## config.mk

```make
export PLATFORM = sky130hd
export DESIGN_NAME = game_match_sequencer_flat
export DESIGN_NICKNAME = d
export VERILOG_FILES = /design/src/rtl/game_match_sequencer_if.sv /design/src/rtl/game_match_sequencer.sv /design/src/flat_wrapper.sv
export SDC_FILE = /design/constraint.sdc
export NUM_CORES = 1
export LEC_CHECK = 0
export ABC_AREA = 1
export ABC_CLOCK_PERIOD_IN_PS = 1810
export BUFFER_PORTS_ARGS = -buffer_cell sky130_fd_sc_hd__buf_2
export CORE_UTILIZATION = 35
export CTS_BUF_LIST = sky130_fd_sc_hd__clkbuf_16
export DETAILED_ROUTE_END_ITERATION = 6
export PLACE_DENSITY_LB_ADDON = 0.2
export SYNTH_ARGS = -nofsm -noshare
export SYNTH_HDL_FRONTEND = slang
export SYNTH_SLANG_ARGS = --single-unit
export TNS_END_PERCENT = 1
```

## constraint.sdc

```tcl
create_clock -name clk -period 1.81 [get_ports clk]
set_input_delay 0.2715 -clock clk [delete_from_list [all_inputs] [get_ports clk]]
set_output_delay 0.2715 -clock clk [all_outputs]
set_load 0.01 [all_outputs]
```

## src/rtl/game_match_sequencer_if.sv

```systemverilog
// Link between the match sequencer and full_game: load/restart controls
// flow out of the sequencer, game result flags flow back in.
interface game_match_sequencer_if;
  logic       init;
  logic [3:0] initial_val;
  logic [1:0] control;
  logic       gameover;
  logic       who;

  modport master (output init, initial_val, control, input gameover, who);
  modport slave  (input init, initial_val, control, output gameover, who);
endinterface

```

## src/rtl/game_match_sequencer.sv

```systemverilog
// Best-of match sequencer for full_game: loads each round, watches for a
// fresh gameover edge, scores the winner and reports the match result.
module game_match_sequencer #(
  parameter int WIN_TARGET  = 3,
  parameter int WIN_W       = 3,
  parameter int INIT_CYCLES = 2,
  parameter int TIMEOUT     = 1024,
  parameter int ROTATE      = 1
) (
  input  logic                      clk,
  input  logic                      rst_n,
  input  logic                      start,
  input  logic                      abort,
  input  logic [1:0]                mode_in,
  input  logic [3:0]                seed_in,
  game_match_sequencer_if.master    game,
  output logic                      busy,
  output logic                      match_done,
  output logic                      match_winner,
  output logic                      timeout,
  output logic [WIN_W-1:0]          wins_a,
  output logic [WIN_W-1:0]          wins_b
);

  localparam logic [2:0] S_IDLE  = 3'd0;
  localparam logic [2:0] S_LOAD  = 3'd1;
  localparam logic [2:0] S_PLAY  = 3'd2;
  localparam logic [2:0] S_SCORE = 3'd3;
  localparam logic [2:0] S_DONE  = 3'd4;

  localparam int TW  = (TIMEOUT > 2) ? $clog2(TIMEOUT) : 1;
  localparam int ICW = $clog2(INIT_CYCLES + 1);

  localparam logic [TW-1:0]    TMR_LAST  = TW'(TIMEOUT - 1);
  localparam logic [ICW-1:0]   INIT_LAST = ICW'(INIT_CYCLES - 1);
  localparam logic [WIN_W-1:0] TARGET    = WIN_W'(WIN_TARGET);

  logic [2:0]       state_q, state_d;
  logic             gov_q;
  logic [3:0]       seed_q, seed_d;
  logic [1:0]       mode_q, mode_d;
  logic [WIN_W-1:0] wa_q, wa_d, wb_q, wb_d;
  logic             to_q, to_d;
  logic             win_q, win_d;
  logic [ICW-1:0]   icnt_q, icnt_d;
  logic [TW-1:0]    tmr_q, tmr_d;
  logic             rise;
  logic [WIN_W-1:0] wins_inc;

  assign rise     = game.gameover & ~gov_q;
  assign wins_inc = (game.who ? wb_q : wa_q) + 1'b1;

  // Next-state and datapath updates; abort overrides every other event.
  always_comb begin
    state_d = state_q;
    seed_d  = seed_q;
    mode_d  = mode_q;
    wa_d    = wa_q;
    wb_d    = wb_q;
    to_d    = to_q;
    win_d   = win_q;
    icnt_d  = icnt_q;
    tmr_d   = tmr_q;
    if (abort) begin
      state_d = S_IDLE;
    end else begin
      case (state_q)
        S_IDLE, S_DONE: begin
          if (start) begin
            state_d = S_LOAD;
            seed_d  = seed_in;
            mode_d  = mode_in;
            wa_d    = '0;
            wb_d    = '0;
            to_d    = 1'b0;
            win_d   = 1'b0;
            icnt_d  = '0;
          end
        end
        S_LOAD: begin
          if (icnt_q == INIT_LAST) begin
            state_d = S_PLAY;
            tmr_d   = '0;
          end else begin
            icnt_d = icnt_q + 1'b1;
          end
        end
        S_PLAY: begin
          tmr_d = tmr_q + 1'b1;
          if (rise) begin
            state_d = S_SCORE;
          end else if (tmr_q == TMR_LAST) begin
            // Replay the same round: control is deliberately not rotated.
            to_d    = 1'b1;
            state_d = S_LOAD;
            icnt_d  = '0;
          end
        end
        S_SCORE: begin
          if (game.who) wb_d = wins_inc;
          else          wa_d = wins_inc;
          if (wins_inc == TARGET) begin
            state_d = S_DONE;
            win_d   = game.who;
          end else begin
            state_d = S_LOAD;
            icnt_d  = '0;
            if (ROTATE != 0) mode_d = mode_q + 2'd1;
          end
        end
        default: state_d = S_IDLE;
      endcase
    end
  end

  // State registers plus the gameover edge detector.
  always_ff @(posedge clk or negedge rst_n) begin
    if (!rst_n) begin
      state_q <= S_IDLE;
      gov_q   <= 1'b0;
      seed_q  <= '0;
      mode_q  <= '0;
      wa_q    <= '0;
      wb_q    <= '0;
      to_q    <= 1'b0;
      win_q   <= 1'b0;
      icnt_q  <= '0;
      tmr_q   <= '0;
    end else begin
      state_q <= state_d;
      gov_q   <= game.gameover;
      seed_q  <= seed_d;
      mode_q  <= mode_d;
      wa_q    <= wa_d;
      wb_q    <= wb_d;
      to_q    <= to_d;
      win_q   <= win_d;
      icnt_q  <= icnt_d;
      tmr_q   <= tmr_d;
    end
  end

  // Output decode from registered state.
  always_comb begin
    game.init        = (state_q == S_LOAD);
    game.initial_val = seed_q;
    game.control     = mode_q;
    busy             = (state_q == S_LOAD) || (state_q == S_PLAY) || (state_q == S_SCORE);
    match_done       = (state_q == S_DONE);
    match_winner     = win_q;
    timeout          = to_q;
    wins_a           = wa_q;
    wins_b           = wb_q;
  end

endmodule

```

## src/flat_wrapper.sv

```systemverilog
// flat-port wrapper written by rule: the top's interface ports become plain ports
module game_match_sequencer_flat 
#(
  parameter int WIN_TARGET  = 3,
  parameter int WIN_W       = 3,
  parameter int INIT_CYCLES = 2,
  parameter int TIMEOUT     = 1024,
  parameter int ROTATE      = 1
)
  (clk, rst_n, start, abort, mode_in, seed_in, busy, match_done, match_winner, timeout, wins_a, wins_b, game_init, game_initial_val, game_control, game_gameover, game_who);
  game_match_sequencer_if game_i ();
  input  logic clk;
  input  logic rst_n;
  input  logic start;
  input  logic abort;
  input  logic [1:0] mode_in;
  input  logic [3:0] seed_in;
  output logic busy;
  output logic match_done;
  output logic match_winner;
  output logic timeout;
  output logic [WIN_W-1:0] wins_a;
  output logic [WIN_W-1:0] wins_b;
  output wire logic [$bits(game_i.init)-1:0] game_init;
  output wire logic [$bits(game_i.initial_val)-1:0] game_initial_val;
  output wire logic [$bits(game_i.control)-1:0] game_control;
  input wire logic [$bits(game_i.gameover)-1:0] game_gameover;
  input wire logic [$bits(game_i.who)-1:0] game_who;
  assign game_init = game_i.init;
  assign game_initial_val = game_i.initial_val;
  assign game_control = game_i.control;
  assign game_i.gameover = game_gameover;
  assign game_i.who = game_who;
  game_match_sequencer #(.WIN_TARGET(WIN_TARGET), .WIN_W(WIN_W), .INIT_CYCLES(INIT_CYCLES), .TIMEOUT(TIMEOUT), .ROTATE(ROTATE)) u_core (.clk(clk), .rst_n(rst_n), .start(start), .abort(abort), .mode_in(mode_in), .seed_in(seed_in), .game(game_i), .busy(busy), .match_done(match_done), .match_winner(match_winner), .timeout(timeout), .wins_a(wins_a), .wins_b(wins_b));
endmodule
```

Yosys cells after proc, flatten, opt, wreduce, memory -nomap -nowiden
Index checks and enable logic that the tools add are counted.
Word-level totals
  register bits: 30
  output and inout bits: 17
  bits of input ports: 12
  logic and storage cells: 83
Operators by class
  muxes and demuxes: 30
  reduce and logical (&&, ||, !) cells: 17
  bitwise logic cells: 3
  eq/ne operators: 19
  add/sub/neg operators: 4
Operator list (count)
  $mux 3: 10
  $pmux 10 s2: 1
  $reduce_and 4->1: 4
  $mux 2: 7
  $ne 2x2->1 const B: 6
  $pmux 3 s2: 2
  $pmux 3 s4: 1
  $add 10x1->10 const B: 1
  $eq 10x10->1 const B: 1
  $mux 10: 1
  $eq 3x2->1 const B: 3
  $reduce_and 3->1: 3
  $pmux 2 s4: 1
  $reduce_and 7->1: 1
  $ne 2x1->1 const B: 3
  $reduce_bool 2->1: 3
  $reduce_and 5->1: 1
  $add 2x1->2 const B: 2
  $mux 1: 4
  $ne 4x2->1 const B: 1
  $pmux 1 s2: 2
  $pmux 2 s2: 1
  $reduce_bool 4->1: 1
  $add 3x1->3 const B: 1
  10 further kinds: 12

Logic depth before layout (Yosys ltp)
  word-level depth: 6
  gate-level depth with buffers: 12
  gate-level depth less buffers: 12

Least setup slack after synthesis
OpenSTA, ideal clock, no wires.
  path kind: reg-to-reg
  start point: register u_core.wa_q[0], in the netlist u_core.wins_a[0]
  end point: register u_core.win_q, in the netlist u_core.match_winner
  setup slack: 0.349 ns
  stages on the path, launching flop included: 10
  arrival time: 1.340 ns
  library setup time: 0.122 ns
  required time: 1.688 ns
  cells stage by stage: dfrtp_1 o21ai_0 inv_1 ha_1 nand3_1 nand3_1 nand2_1 nand2_1 nand2_1 o21ai_1
On the way
  cells in the longest elaborated chain, start to end: 5
Ends and longest elaborated chain
  start: declaration: RTL line game_match_sequencer.sv:42  | logic [WIN_W-1:0] wa_q, wa_d, wb_q, wb_d;
  start signal: assignment: RTL line game_match_sequencer.sv:134  | wa_q <= wa_d;
  $mux 3: RTL line game_match_sequencer.sv:51  | assign wins_inc = (game.who ? wb_q : wa_q) + 1'b1;
  $add 3x1->3: RTL line game_match_sequencer.sv:51
  $eq 3x2->1: RTL line game_match_sequencer.sv:102  | if (wins_inc == TARGET) begin
  $ne 2x1->1 (no line)
  $reduce_and 4->1 (no line)
  end signal: assignment: RTL line game_match_sequencer.sv:137  | win_q <= win_d;
  end: declaration: RTL line game_match_sequencer.sv:44  | logic win_q, win_d;
Every way passes these cells.
A chain may end at the register's enable or synchronous reset.

Final worst setup path
  start point: register u_core.state_q[0]
  end point: output port match_done
On the way
  cells in the longest elaborated chain, start to end: 1
Ends and longest elaborated chain
  start: declaration: RTL line game_match_sequencer.sv:38  | logic [2:0] state_q, state_d;
  start signal: assignment: RTL line game_match_sequencer.sv:130  | state_q <= state_d;
  $eq 3x3->1: RTL line game_match_sequencer.sv:149  | match_done = (state_q == S_DONE);
  end: declaration: RTL line flat_wrapper.sv:19  | output logic match_done;
Every way passes these cells.

==> impl_metrics.yaml <==
timing:
  worst_clock_skew_ps: 1.452
  max_slew_margin: 0.5522
  finalHoldViolCount: 0
  worst-slew-pin-transition_ps: 671.7
  period_needed_ps: 1624
  final_max_slew_viol_count: 0
  timing.final.setup_violations: 0
  finalCritPeriodShare: 0.8970
  rsz_0062_raised_after_global_routing: "no"
  postLayoutSetupSlackWorst_ps: 186.4
  fin_tns_setup_ps: 0
  max_clock_freq_mhz: 615.9
clocking:
  cts.repair_timing.setup_buffer_count: 0
  max-clock-path-buffers: 2
  cts.reportedPaths.clkPinSlew_ps: 50
  tritoncts_clock_tree: "built"
  cts_resized: 0
  ctsHtreeMaxLevel: 2
  worstSkewPairLatency_ps: 270
  number_of_buffers_inserted_by_hold_repair_at_cts: 0
  clock_sinks: 30
  tritoncts.num_buffers: 5
  ctsRootBufferMaster: "sky130_fd_sc_hd__clkbuf_16"
floorplanning:
  fp-row-count: 25
  die_x_um: 73.85
  initial_core_util: 0.3726
  design.die.area_mm2: 0.005453
  top_level_ports: 29
  fp.dieH_um: 73.85
  floorplan.core_area_mm2: 0.004848
outcome:
  status: "completed"
worst_setup_path:
  kind_of_end_point_of_the_critical_path: "output pin"
  launch_instance_of_the_worst_register_to_register_path: "u_core.wins_a[0]"
  rr_endpoint: "u_core.match_winner"
  cp_max_fo: 6
  rrSetupSlack_ps: 230
  rr_worst_depth: 9
  worst_ep_arrival_time_ps: 1350
  timing.setup.critical_path_class: "reg2out"
  critical_path_required_ps: 1540
  startpoint_type: "register"
routing:
  detailroute.via_count: 1533
  drt-total-wl_um: 3646
  drt.antenna.violating_nets: 0
  viasPerCell: 4.590
  drt-wirelength-per-cell_um: 10.92
  detail_route.iter0.violations: 56
  detail_route.drc_violations: 0
  drt_first_pass_iters: 4
synthesis:
  yosys.area.top_type_share: 0.4155
  postSynthAreaPerCell_um2: 7.890
  yosys_register_bits: 30
  synth.top_cells.by_count: "sky130_fd_sc_hd__nand2_1 (72), sky130_fd_sc_hd__dfrtp_1 (30), sky130_fd_sc_hd__inv_1 (22)"
  async_reset_ff_frac: 1.000
  synthDistinctLibCells: 30
  nets_in_the_synthesized_netlist: 245
  netlist_area_mm2: 0.001807
  synth_area_leaders: "sky130_fd_sc_hd__dfrtp_1 (42%), sky130_fd_sc_hd__nand2_1 (15%), sky130_fd_sc_hd__nand3_1 (5.3%)"
  synth_largest_area_cell: "sky130_fd_sc_hd__dfrtp_1"
  synthesis.yosys.warnings: 0
  dominantRegCellSynth: "sky130_fd_sc_hd__dfrtp_1"
  synth_sequential_area_ratio: 0.4155
  post-synth-top-count-cell: "sky130_fd_sc_hd__nand2_1"
  synth_enable_flop_cells: 0
  netlist_instances: 229
layout:
  synthToLayoutAreaGrowth_pct: 20.84
  final_layout_size_suffix_gt1_frac: 0.2322
  design.final.nets: 282
  antennaDiodeCount: 0
  num-fill-cells: 494
global_routing:
  grt_util_all_layers: 0.1502
  grt_pass1_vias: 1358
  wire_length_of_the_first_global_routing_pass_um: 6161
  grt-ovfl-total: 0
  antenna_found_initial: 0
  largest_net_degree_at_the_start_of_global_routing: 31
power_and_ir_drop:
  worst_ir_drop_vdd_mv: 0.7589
  power.static_leakage_uw: 0.001080
  report.power.total_uw: 2667
  power_density_mw_per_mm2: 1222
worst_hold_path:
  hold_path_class: "in2async"
job:
  maxCapViolCount: 0
place:
  globalplace.congestion: 0.8302
  number_of_i_o_port_buffers: 28
  detailedPlacementHpwl_um: 2764
  dp_slack_ps: 199.5
[how the worst max path moves through the flow]
stage                 startpoint                  end  depth (start not counted)  slack [ps]
2_1_floorplan   u_core.wins_a[0]  u_core.match_winner                          9         350
3_3_place_gp            game_who  u_core.match_winner                         10         250
3_5_place_dp            game_who     u_core.icnt_q[0]                          9         200
4_1_cts        u_core.state_q[0]           match_done                          4         180
5_1_grt         u_core.wins_a[0]     u_core.icnt_q[1]                          9          90
6_report       u_core.state_q[0]           match_done                          4         190
[cells in the final DEF (no fill, tap or decap)]
cell                         n
sky130_fd_sc_hd__nand2_1    72
sky130_fd_sc_hd__dfrtp_1    30
sky130_fd_sc_hd__buf_2      28
sky130_fd_sc_hd__inv_1      23
sky130_fd_sc_hd__nand3_1    19
sky130_fd_sc_hd__nor2_1     18
sky130_fd_sc_hd__o21ai_0    15
sky130_fd_sc_hd__nand4_1     7
sky130_fd_sc_hd__inv_2       5
sky130_fd_sc_hd__a21oi_1     5
sky130_fd_sc_hd__o21ai_1     5
sky130_fd_sc_hd__clkbuf_16   5
sky130_fd_sc_hd__ha_1        4
sky130_fd_sc_hd__o21ai_2     3
sky130_fd_sc_hd__nand2_4     3
sky130_fd_sc_hd__nand3_4     2
sky130_fd_sc_hd__nor2_8      2
sky130_fd_sc_hd__clkinv_2    2
sky130_fd_sc_hd__o21bai_1    2
sky130_fd_sc_hd__nand3b_1    2
sky130_fd_sc_hd__buf_4       2
sky130_fd_sc_hd__nor2_4      1
sky130_fd_sc_hd__nand3_2     1
sky130_fd_sc_hd__inv_6       1
sky130_fd_sc_hd__clkinv_4    1
sky130_fd_sc_hd__nand4_4     1
sky130_fd_sc_hd__nand2_2     1
sky130_fd_sc_hd__nor2_2      1
sky130_fd_sc_hd__xnor2_1     1
sky130_fd_sc_hd__o21bai_2    1
sky130_fd_sc_hd__a21oi_4     1
sky130_fd_sc_hd__nor3_4      1
sky130_fd_sc_hd__o21a_1      1
sky130_fd_sc_hd__clkinv_1    1
[routing by layer]
layer  share of wire  vias up  global-route usage
li1                -      821                   -
met5               0        -                   0
met4          0.0069        0             0.05128
met2            0.44       24              0.2324
met1            0.51      686              0.1998
met3           0.036        2             0.04390
[cells by family (layout without fill, tap and decap cells)]
logic type / Yosys count / after routing / synth area share
AO/OA/AOI/OAI: 33 / 33 / 0.1115
AND/OR/NAND/NOR: 131 / 131 / 0.3719
buffers and inverters: 30 / 68 / 0.06856
XOR/XNOR: 1 / 1 / 0.004849
flip-flops: 30 / 30 / 0.4155
adder cells (fa/ha/maj): 4 / 4 / 0.02770
[report_power, final]
group          internal (uW)  switching (uW)
Combinational            340             605
Sequential               814             142
Clock                    495             271
[worst max-delay path, cell delays in order (launching register included)]
cell and delay, ps:
sky130_fd_sc_hd__dfrtp_1 510, sky130_fd_sc_hd__nor2_4 250, sky130_fd_sc_hd__inv_2 110, sky130_fd_sc_hd__nor2_1 90, sky130_fd_sc_hd__buf_2 130
[registers in the layout, indices dropped and copies added (netlist names)]
| register | flops |
|---|---|
| u_core.state_q | 3 |
| u_core.game.control | 2 |
| u_core.match_winner | 1 |
| u_core.wins_b | 3 |
| u_core.gov_q | 1 |
| u_core.tmr_q | 10 |
| u_core.icnt_q | 2 |
| u_core.timeout | 1 |
| u_core.wins_a | 3 |
| u_core.game.initial_val | 4 |
[per-stage QoR]
| stage | util | std cells | hold slack [ps] | area, um2 |
|---|---|---|---|---|
| finish | 0.4503 | 334 | 41.73 | 2183 |
| global route | 0.4503 | 334 | 114.6 | 2183 |
| CTS | 0.4503 | 334 | 78.52 | 2183 |
| detailed placement | 0.4219 | 326 | 360.7 | 2046 |
| global placement | 0.4219 | 326 | 364.9 | 2046 |
| floorplan | - | 229 | -24.09 | 1807 |
[area by class of cell]
cell class / instances / area, um2 / share of cell area
multi-input combinational: 169 / 932.1 / 0.4269
sequential: 30 / 750.7 / 0.3438
timing repair buffer: 30 / 155.1 / 0.07106
clock buffer: 5 / 125.1 / 0.05731
inverter: 30 / 123.9 / 0.05673
tap: 67 / 83.83 / 0.03840
clock inverter: 3 / 12.51 / 0.005731
Note: power is estimated with default switching activity, not from simulation.
